[config.mk]
export PLATFORM = sky130hd
export DESIGN_NAME = cpu_clock_controller
export DESIGN_NICKNAME = d
export VERILOG_FILES = /design/src/rtl/cpu_clock_controller.sv
export SDC_FILE = /design/constraint.sdc
export NUM_CORES = 1
export LEC_CHECK = 0
export BUFFER_PORTS_ARGS = -buffer_cell sky130_fd_sc_hd__buf_4
export CORE_AREA = 2 2 159 115
export DETAILED_ROUTE_END_ITERATION = 8
export DIE_AREA = 0 0 161 117
export SYNTH_ARGS = -nofsm -noshare
export SYNTH_HDL_FRONTEND = slang
export SYNTH_SLANG_ARGS = --single-unit
export TNS_END_PERCENT = 5
[constraint.sdc]
create_clock -name physical_clock -period 14.9 [get_ports physical_clock]
set_input_delay 0.745 -clock physical_clock [delete_from_list [all_inputs] [get_ports physical_clock]]
set_output_delay 0.745 -clock physical_clock [all_outputs]
set_load 0.01 [all_outputs]
[src/rtl/cpu_clock_controller.sv]
// cpu_clock_controller
//   Derives the processor virtual clock from physical_clock. Supports free-run,
//   pause (completes the current period first) and single-step. Both board keys
//   are synchronised and debounced here; a debounced press yields a 1-cycle event.
//
//   Optional feature: define CLKCTL_BREAK_EN to add a PC breakpoint that pauses
//   the clock at the period wrap when pc_pos matches bp_addr.
//
// Ports
//   physical_clock  in   board clock, the only clock
//   n_reset         in   asynchronous active-low reset
//   clk_sel[3:0]    in   speed select (0..3 pick P0..P3, >=4 picks P4)
//   run_key_n       in   raw active-low key, a press toggles run/pause
//   step_key_n      in   raw active-low key, a press while paused runs one period
//   pc_pos[15:0]    in   current PC (CLKCTL_BREAK_EN only)
//   bp_addr[15:0]   in   breakpoint address (CLKCTL_BREAK_EN only)
//   bp_valid        in   breakpoint enable (CLKCTL_BREAK_EN only)
//   bp_hit          out  set when a breakpoint paused the clock (CLKCTL_BREAK_EN only)
//   clock           out  registered virtual clock
//   clock_tick      out  1-cycle pulse in the cycle clock becomes 1
//   running         out  free-running (including a pending pause)
//   paused          out  held in pause
module cpu_clock_controller #(
    parameter int unsigned P0              = 16,
    parameter int unsigned P1              = 50000,
    parameter int unsigned P2              = 500000,
    parameter int unsigned P3              = 5000000,
    parameter int unsigned P4              = 50000000,
    parameter int unsigned DEBOUNCE_CYCLES = 500000
) (
    input  logic        physical_clock,
    input  logic        n_reset,
    input  logic [3:0]  clk_sel,
    input  logic        run_key_n,
    input  logic        step_key_n,
`ifdef CLKCTL_BREAK_EN
    input  logic [15:0] pc_pos,
    input  logic [15:0] bp_addr,
    input  logic        bp_valid,
    output logic        bp_hit,
`endif
    output logic        clock,
    output logic        clock_tick,
    output logic        running,
    output logic        paused
);

    localparam int unsigned DbW = $clog2(DEBOUNCE_CYCLES);

    typedef enum logic [1:0] {StRun, StPausePend, StPause, StStep} state_e;

    // ---------------- key synchronisers and debouncers (bit 0 run, bit 1 step)
    logic [1:0]          key_raw;
    logic [1:0]          sync1_q, sync2_q;
    logic [1:0]          level_q, level_d;
    logic [1:0]          press_q;
    logic [1:0][DbW-1:0] stable_q, stable_d;

    assign key_raw = {step_key_n, run_key_n};

    always_comb begin
        level_d  = level_q;
        stable_d = '0;
        for (int k = 0; k < 2; k++) begin
            // Count consecutive samples that disagree with the accepted level;
            // the last one of DEBOUNCE_CYCLES flips the level.
            if (sync2_q[k] != level_q[k]) begin
                if (stable_q[k] == DbW'(DEBOUNCE_CYCLES - 1)) begin
                    level_d[k] = sync2_q[k];
                end else begin
                    stable_d[k] = stable_q[k] + 1'b1;
                end
            end
        end
    end

    always_ff @(posedge physical_clock or negedge n_reset) begin
        if (!n_reset) begin
            sync1_q  <= '1;
            sync2_q  <= '1;
            level_q  <= '1;
            stable_q <= '0;
            press_q  <= '0;
        end else begin
            sync1_q  <= key_raw;
            sync2_q  <= sync1_q;
            level_q  <= level_d;
            stable_q <= stable_d;
            press_q  <= level_q & ~level_d;
        end
    end

    logic run_press, step_press;
    assign run_press  = press_q[0];
    assign step_press = press_q[1];

    // ---------------- period select
    logic [31:0] sel_period;

    always_comb begin
        sel_period = P4;
        unique case (clk_sel)
            4'd0:    sel_period = P0;
            4'd1:    sel_period = P1;
            4'd2:    sel_period = P2;
            4'd3:    sel_period = P3;
            default: sel_period = P4;
        endcase
    end

    // ---------------- period counter and FSM
    state_e      state_q, state_d;
    logic [31:0] cnt_q, cnt_d;
    logic [31:0] period_q, period_d;
    logic        clock_q, clock_d;
    logic        tick_q, tick_d;
    logic        wrap;
`ifdef CLKCTL_BREAK_EN
    logic        bp_hit_q, bp_hit_d;
`endif

    assign wrap = (cnt_q == period_q - 32'd1);

    always_comb begin
        state_d  = state_q;
        cnt_d    = cnt_q;
        period_d = period_q;
`ifdef CLKCTL_BREAK_EN
        bp_hit_d = bp_hit_q;
`endif
        // The period in force is only replaced at a wrap, so a mid-period
        // clk_sel change takes effect from the next period.
        if (state_q != StPause) begin
            if (wrap) begin
                cnt_d    = '0;
                period_d = sel_period;
            end else begin
                cnt_d = cnt_q + 32'd1;
            end
        end

        unique case (state_q)
            StRun: begin
`ifdef CLKCTL_BREAK_EN
                if (wrap && bp_valid && (pc_pos == bp_addr)) begin
                    state_d  = StPause;
                    bp_hit_d = 1'b1;
                end else
`endif
                if (run_press) begin
                    state_d = StPausePend;
                end
            end
            StPausePend: begin
                if (wrap) state_d = StPause;
            end
            StPause: begin
                cnt_d = '0;
                if (run_press) begin
                    state_d  = StRun;
                    period_d = sel_period;
`ifdef CLKCTL_BREAK_EN
                    bp_hit_d = 1'b0;
`endif
                end else if (step_press) begin
                    state_d  = StStep;
                    period_d = sel_period;
                end
            end
            StStep: begin
                // Key events are ignored until the stepped period completes.
                if (wrap) state_d = StPause;
            end
            default: state_d = StRun;
        endcase

        // Clock is a function of the next count so it stays aligned with cnt_q.
        clock_d = (cnt_d >= (period_d >> 1));
        tick_d  = clock_d & ~clock_q;
    end

    always_ff @(posedge physical_clock or negedge n_reset) begin
        if (!n_reset) begin
            state_q  <= StRun;
            cnt_q    <= '0;
            period_q <= P0;
            clock_q  <= 1'b0;
            tick_q   <= 1'b0;
`ifdef CLKCTL_BREAK_EN
            bp_hit_q <= 1'b0;
`endif
        end else begin
            state_q  <= state_d;
            cnt_q    <= cnt_d;
            period_q <= period_d;
            clock_q  <= clock_d;
            tick_q   <= tick_d;
`ifdef CLKCTL_BREAK_EN
            bp_hit_q <= bp_hit_d;
`endif
        end
    end

    assign clock      = clock_q;
    assign clock_tick = tick_q;
    assign running    = (state_q == StRun) || (state_q == StPausePend);
    assign paused     = (state_q == StPause);
`ifdef CLKCTL_BREAK_EN
    assign bp_hit     = bp_hit_q;
`endif

endmodule
# ---- Word-level counts from Yosys, hierarchy flattened
# Cells that the tools add are included.
dict set report totals {
  reg_bits 114
  input_bits 8
  output_inout_bits 4
  wordCells 62
}
dict set report op_classes {
  addsub 4
  order_cmp 1
  n_eq_ne 15
  mux 22
  bitwise 4
  reduce_logical 5
}
# operator count
set ops {}
lappend ops {{32-bit two-way mux} 8}
lappend ops {{26-bit case mux with 4 select lines} 1}
lappend ops {{19-bit two-way mux} 4}
lappend ops {{19-bit by 1-bit adder with 19-bit output (second input constant)} 2}
lappend ops {{19-bit equality test (second input constant)} 2}
lappend ops {{32-bit by 1-bit adder with 32-bit output (second input constant)} 1}
lappend ops {{32-bit equality test} 1}
lappend ops {{32-bit by 31-bit greater-or-equal comparator with 1-bit output} 1}
lappend ops {{32-bit by 1-bit subtractor with 32-bit output (second input constant)} 1}
lappend ops {{4-bit by 2-bit equality test with 1-bit output (second input constant)} 2}
lappend ops {{2-bit two-way mux} 4}
lappend ops {{2-bit case mux with 3 select lines} 1}
lappend ops {{2-bit equality test (second input constant)} 2}
lappend ops {{4-bit by 1-bit equality test with 1-bit output (second input constant)} 1}
lappend ops {{4-bit zero test} 1}
lappend ops {{1-bit two-way mux} 4}
lappend ops {{2-bit inequality test (second input constant)} 2}
lappend ops {{3-bit by 1-bit inequality test with 1-bit output (second input constant)} 1}
lappend ops {{3-bit AND reduction} 1}
lappend ops {{2-bit AND} 1}
lappend ops {{2-bit by 1-bit equality test with 1-bit output (second input constant)} 1}
lappend ops {{2-bit zero test} 1}
lappend ops {{1-bit inequality test} 2}
lappend ops {{2-bit by 1-bit inequality test with 1-bit output (second input constant)} 1}
lappend ops {{other kinds (5)} 5}

# ---- Logic depth before layout (Yosys ltp)
dict set report logic_depth {
  ltp_word 9
  ltp_mapped 21
}

# ---- Worst setup path before layout
# OpenSTA, ideal clock, no wires.
dict set report synth_path {
  path_kind {reg2reg}
  from {register period_q[15]}
  to {register tick_q (netlist: clock_tick)}
  arrival_ps 4533
  path_slack_ps 10234
  path_stages_with_launch 19
  n_path_buf 2
  synth_period_minus_slack_ps 4666
  cell_sequence {dfrtp_1 -> clkbuf_1 -> or4_1 -> nor4_1 -> mux2_2 -> nor4_4 -> nand3_2 -> o21ai_1 -> buf_2 -> nor2_1 -> ha_1 -> a21o_1 -> a21oi_1 -> nor2b_1 -> a2111oi_0 -> o22ai_1 -> a211o_1 -> a21oi_1 -> a21oi_1}
}
# element line
set synth_rtl {}
lappend synth_rtl {{start, declared} 114} ;# logic [31:0] period_q, period_d;
lappend synth_rtl {{start signal, assigned} 195} ;# period_q <= period_d;
lappend synth_rtl {{32-bit by 1-bit subtractor with 32-bit output} 122} ;# assign wrap = (cnt_q == period_q - 32'd1);
lappend synth_rtl {{32-bit equality test} 122}
lappend synth_rtl {{32-bit two-way mux} 134} ;# if (wrap) begin
lappend synth_rtl {{32-bit two-way mux} 133} ;# if (state_q != StPause) begin
lappend synth_rtl {{32-bit two-way mux} 142} ;# unique case (state_q)
lappend synth_rtl {{named net cnt_d[25]} 113} ;# logic [31:0] cnt_q, cnt_d;
lappend synth_rtl {{32-bit by 31-bit greater-or-equal comparator with 1-bit output} 178} ;# clock_d = (cnt_d >= (period_d >> 1));
lappend synth_rtl {{1-bit AND} 179} ;# tick_d = clock_d & ~clock_q;
lappend synth_rtl {{named net tick_d} 116} ;# logic tick_q, tick_d;
lappend synth_rtl {{end signal, assigned} 197} ;# tick_q <= tick_d;
lappend synth_rtl {{end, declared} 116}
# The timed path passes the listed nets, and every way through them passes these cells.
# A chain may end at the register's enable or synchronous reset.

# ---- Worst setup path in the final report
dict set report layout_path {
  from {register period_q[3]}
  to {register tick_q (netlist: clock_tick)}
}
dict set report layout_via {
  elab_chain_len 9
}
# element line
set layout_lines {}
lappend layout_lines {{32-bit by 1-bit subtractor with 32-bit output *} 122}
lappend layout_lines {{32-bit equality test *} 122}
lappend layout_lines {{32-bit two-way mux *} 134}
lappend layout_lines {{32-bit two-way mux *} 133}
lappend layout_lines {{32-bit two-way mux} 165} ;# end else if (step_press) begin
lappend layout_lines {{32-bit two-way mux} 159} ;# if (run_press) begin
lappend layout_lines {{32-bit two-way mux *} 142}
lappend layout_lines {{named net period_d[1]} 114}
lappend layout_lines {{32-bit by 31-bit greater-or-equal comparator with 1-bit output *} 178}
lappend layout_lines {{1-bit AND *} 179}
lappend layout_lines {{named net tick_d} 116}
# Mark *: on every way through the listed nets, which the timed path passes. The rest lies on a longest branch.

==> results.toml <==
[floorplanning]
initial_utilization_pct = 43.87
die_x_um = 161
rows = 41
boundaryPins = 12
die_y_um = 117
die_area_mm2 = 0.01884
core_region_area_mm2 = 0.01744

[sta]
fmaxAchievable_ghz = 0.1701
period_needed_ns = 5.879
relSlewSlack_pct = 43.18
worst_pin_slew_ns = 0.8523
fin_tns_setup_ns = 0
hold_violations = 0
rsz0062_at_grt = "no"
finalClockSkew_ns = 0.007922
maxSlewViolCount = 0
setup_viol = 0
period_share_pct = 39.46

[drt]
ant_nets = 0
routed_wl_um = 19360
viasPerCell = 5.658
wl_per_cell_um = 17.46
dr_wl_met2_um = 7356
drc_errors = 0
dr.pass1.iters = 7
drt_iter0_markers = 578
wl_met3_um = 1425
via_count = 6275
routed.top_layer = "met4"
wl_met1_um = 10440

[clock_tree]
cts_buffer_depth = 2
cts_root_buf = "clkbuf_16"
cts_buffers = 17
cts_hold_buf = 0
clock_latency_ns = 0.42
clk_pin_slew_ns = 0.06
clock-sinks = 114
cts_tree = "done"
h-tree-depth = 4
cts-resized-gates = 0
cts_setup_buffers = 0

[synth]
synth_top_area_share_pct = 34.99
synth_nets = 908
yosysWarnings = 0
synth-seq-cells = 114
synth.avg_cell_area_um2 = 8.847
synth.distinct_cells = 69
async_reset_ff_share_pct = 100.0
yosysMostFrequentCell = "nor2_1"
synth_top_area_cell = "dfrtp_1"
ys_top_cells_by_area = "dfrtp_1, xor2_1, ha_1"
synth-main-ff-cell = "dfrtp_1"
syn_inst = 865
synth-edff-count = 0
ys_seq_area_share_pct = 37.39
synthTopCellsByCount = "nor2_1, dfrtp_1, nand2_1"
syn-cell-area_mm2 = 0.007652

[setup_path]
required_ns = 15.18
cp.arrival_ns = 6.16
start_kind = "register"
worstPathMaxFanout = 42
timing.critical_path.mode_cell = "a21oi_1"
critPathTopFamily = "simple AND/OR/NAND/NOR gates"
slowest_delay_ns = 0.71
crit_chain = "nor4_4, nand4b_4, or3_1, a21o_1, mux2_2, nand4b_2, o21ai_2, buf_4, a21oi_1, ha_1, nand2b_1, a21o_1, a21o_1, a21oi_1, o211ai_1, a211o_1, a21oi_1, a21oi_1"
crit_buf_inv = 1
worstSetupPathType = "register to register"
end_kind = "register"
cpMaxStageDelayCell = "nand4b_2"

[global_routing]
grt_usage_pct = 21.78
gr-total-overflow = 0
grt_pass1_vias = 5765
antenna_found_initial = 0
grt_pass1_wl_um = 31650
grt_max_degree = 69

[worst_hold_path]
hold_path.class = "primary input to asynchronous set/reset pin"

[place]
io_buffers = 11
place_area_mm2 = 0.007890
hpwl_um = 14090
place.gp.congestion = 0.8633

[finish]
fin_nets = 903
design_area_mm2 = 0.008458
drive_above_1_share_pct = 10.19
fillCellCount = 1666
n_antenna_cell = 0
syn_to_final_growth_pct = 10.53

[run]
drv_cap = 0

[power]
vdd_drop_max_v = 0.00007608
power.density_mw_per_mm2 = 84.93
p_leak_nw = 3.588

[status]
outcome = "finished clean"
==> layer usage <==
| layer | GRT usage (%) | vias to the layer above |
|---|---|---|
| met4 | 5.179 | 0 |
| li1 | - | 3086 |
| met3 | 5.391 | 10 |
| met5 | 0 | - |
| met2 | 29.01 | 177 |
| met1 | 34.59 | 3002 |
==> placed cells by master, fill, tap and decap left out, types with 22 or more instances in the layout <==
| master | netlist | final |
|---|---|---|
| ha_1 | 35 | 35 |
| nor2_1 | 115 | 115 |
| nand4_1 | 29 | 29 |
| a21oi_1 | 26 | 26 |
| nor3_1 | 23 | 22 |
| xnor2_1 | 43 | 43 |
| nand3_1 | 39 | 39 |
| o21ai_0 | 30 | 30 |
| xor2_1 | 52 | 52 |
| dfrtp_1 | 107 | 107 |
| nand2_1 | 82 | 82 |
==> final timing paths <==
| check | depth (start not counted) | endpoint | slack (ns) | startpoint |
|---|---|---|---|---|
| min in group physical_clock | 0 | sync2_q[1] | 0.36 | sync1_q[1] |
| min reg2reg | 0 | sync2_q[1] | 0.36 | sync1_q[1] |
| max reg2reg | 18 | clock_tick | 9.02 | period_q[3] |
| max | 18 | clock_tick | 9.02 | period_q[3] |
| max in group asynchronous | 2 | period_q[24] | 13.28 | n_reset |
| min | 1 | stable_q[5] | 0.33 | n_reset |
==> worst reg2reg max path: stages (launching register included) <==
cell	delay, ns
dfrtp_1	0.48
nor4_4	0.69
nand4b_4	0.32
or3_1	0.45
a21o_1	0.18
mux2_2	0.26
nand4b_2	0.71
o21ai_2	0.34
buf_4	0.43
a21oi_1	0.17
ha_1	0.29
nand2b_1	0.14
a21o_1	0.18
a21o_1	0.17
a21oi_1	0.25
o211ai_1	0.19
a211o_1	0.29
a21oi_1	0.15
a21oi_1	0.08
==> sequential cells by signal (all words and copies together) (netlist names) <==
register and count:
clock 1, clock_tick 1, sync1_q 2, press_q 2, level_q 2, period_q 32
state_q 2, stable_q 38, cnt_q 32, sync2_q 2
==> area by class of cell <==
class                      instances  area, um^2  area share (%)
timing repair buffer              17       127.6           1.509
tap                              236       295.3           3.491
multi-input combinational        690        4531           53.57
sequential                       114        2861           33.83
inverter                          20       75.07          0.8876
clock inverter                    14       128.9           1.524
clock buffer                      18       439.2           5.192
==> through the flow <==
stage | power (W) | worst slack, ns | instances | hold WS (ns) | utilization [%]
6_report | 0.0007183 | 9.021 | 1109 | 0.3337 | 48.49
5_1_grt | 0.0007471 | 8.533 | 1109 | 0.3622 | 48.49
4_1_cts | 0.0007284 | 9.040 | 1109 | 0.3476 | 48.49
3_5_place_dp | 0.0003341 | 9.074 | 1077 | 0.3475 | 45.24
3_3_place_gp | 0.0003343 | 9.146 | 1077 | 0.3452 | 45.24
2_1_floorplan | 0.0003244 | 10.23 | 865 | 0.3452 | -
==> where the power goes <==
group          switching (W)  total [W]  internal [W]  leakage [nW]
Sequential        0.00000157   0.000314      0.000312          1.47
Combinational      0.0000110  0.0000145    0.00000353          1.84
Clock               0.000155   0.000390      0.000235         0.273
==> kinds of logic (layout without fill, tap and decap cells) <==
group	after synthesis	in the layout	synth area share, %
compound gates	144	144	12.75
mux	15	15	2.175
fa+ha+maj	35	35	5.723
flops	114	114	37.39
simple gates	401	401	27.57
xor+xnor	95	95	10.87
buf+inv	61	69	3.515
(Power assumes the default switching activity.)
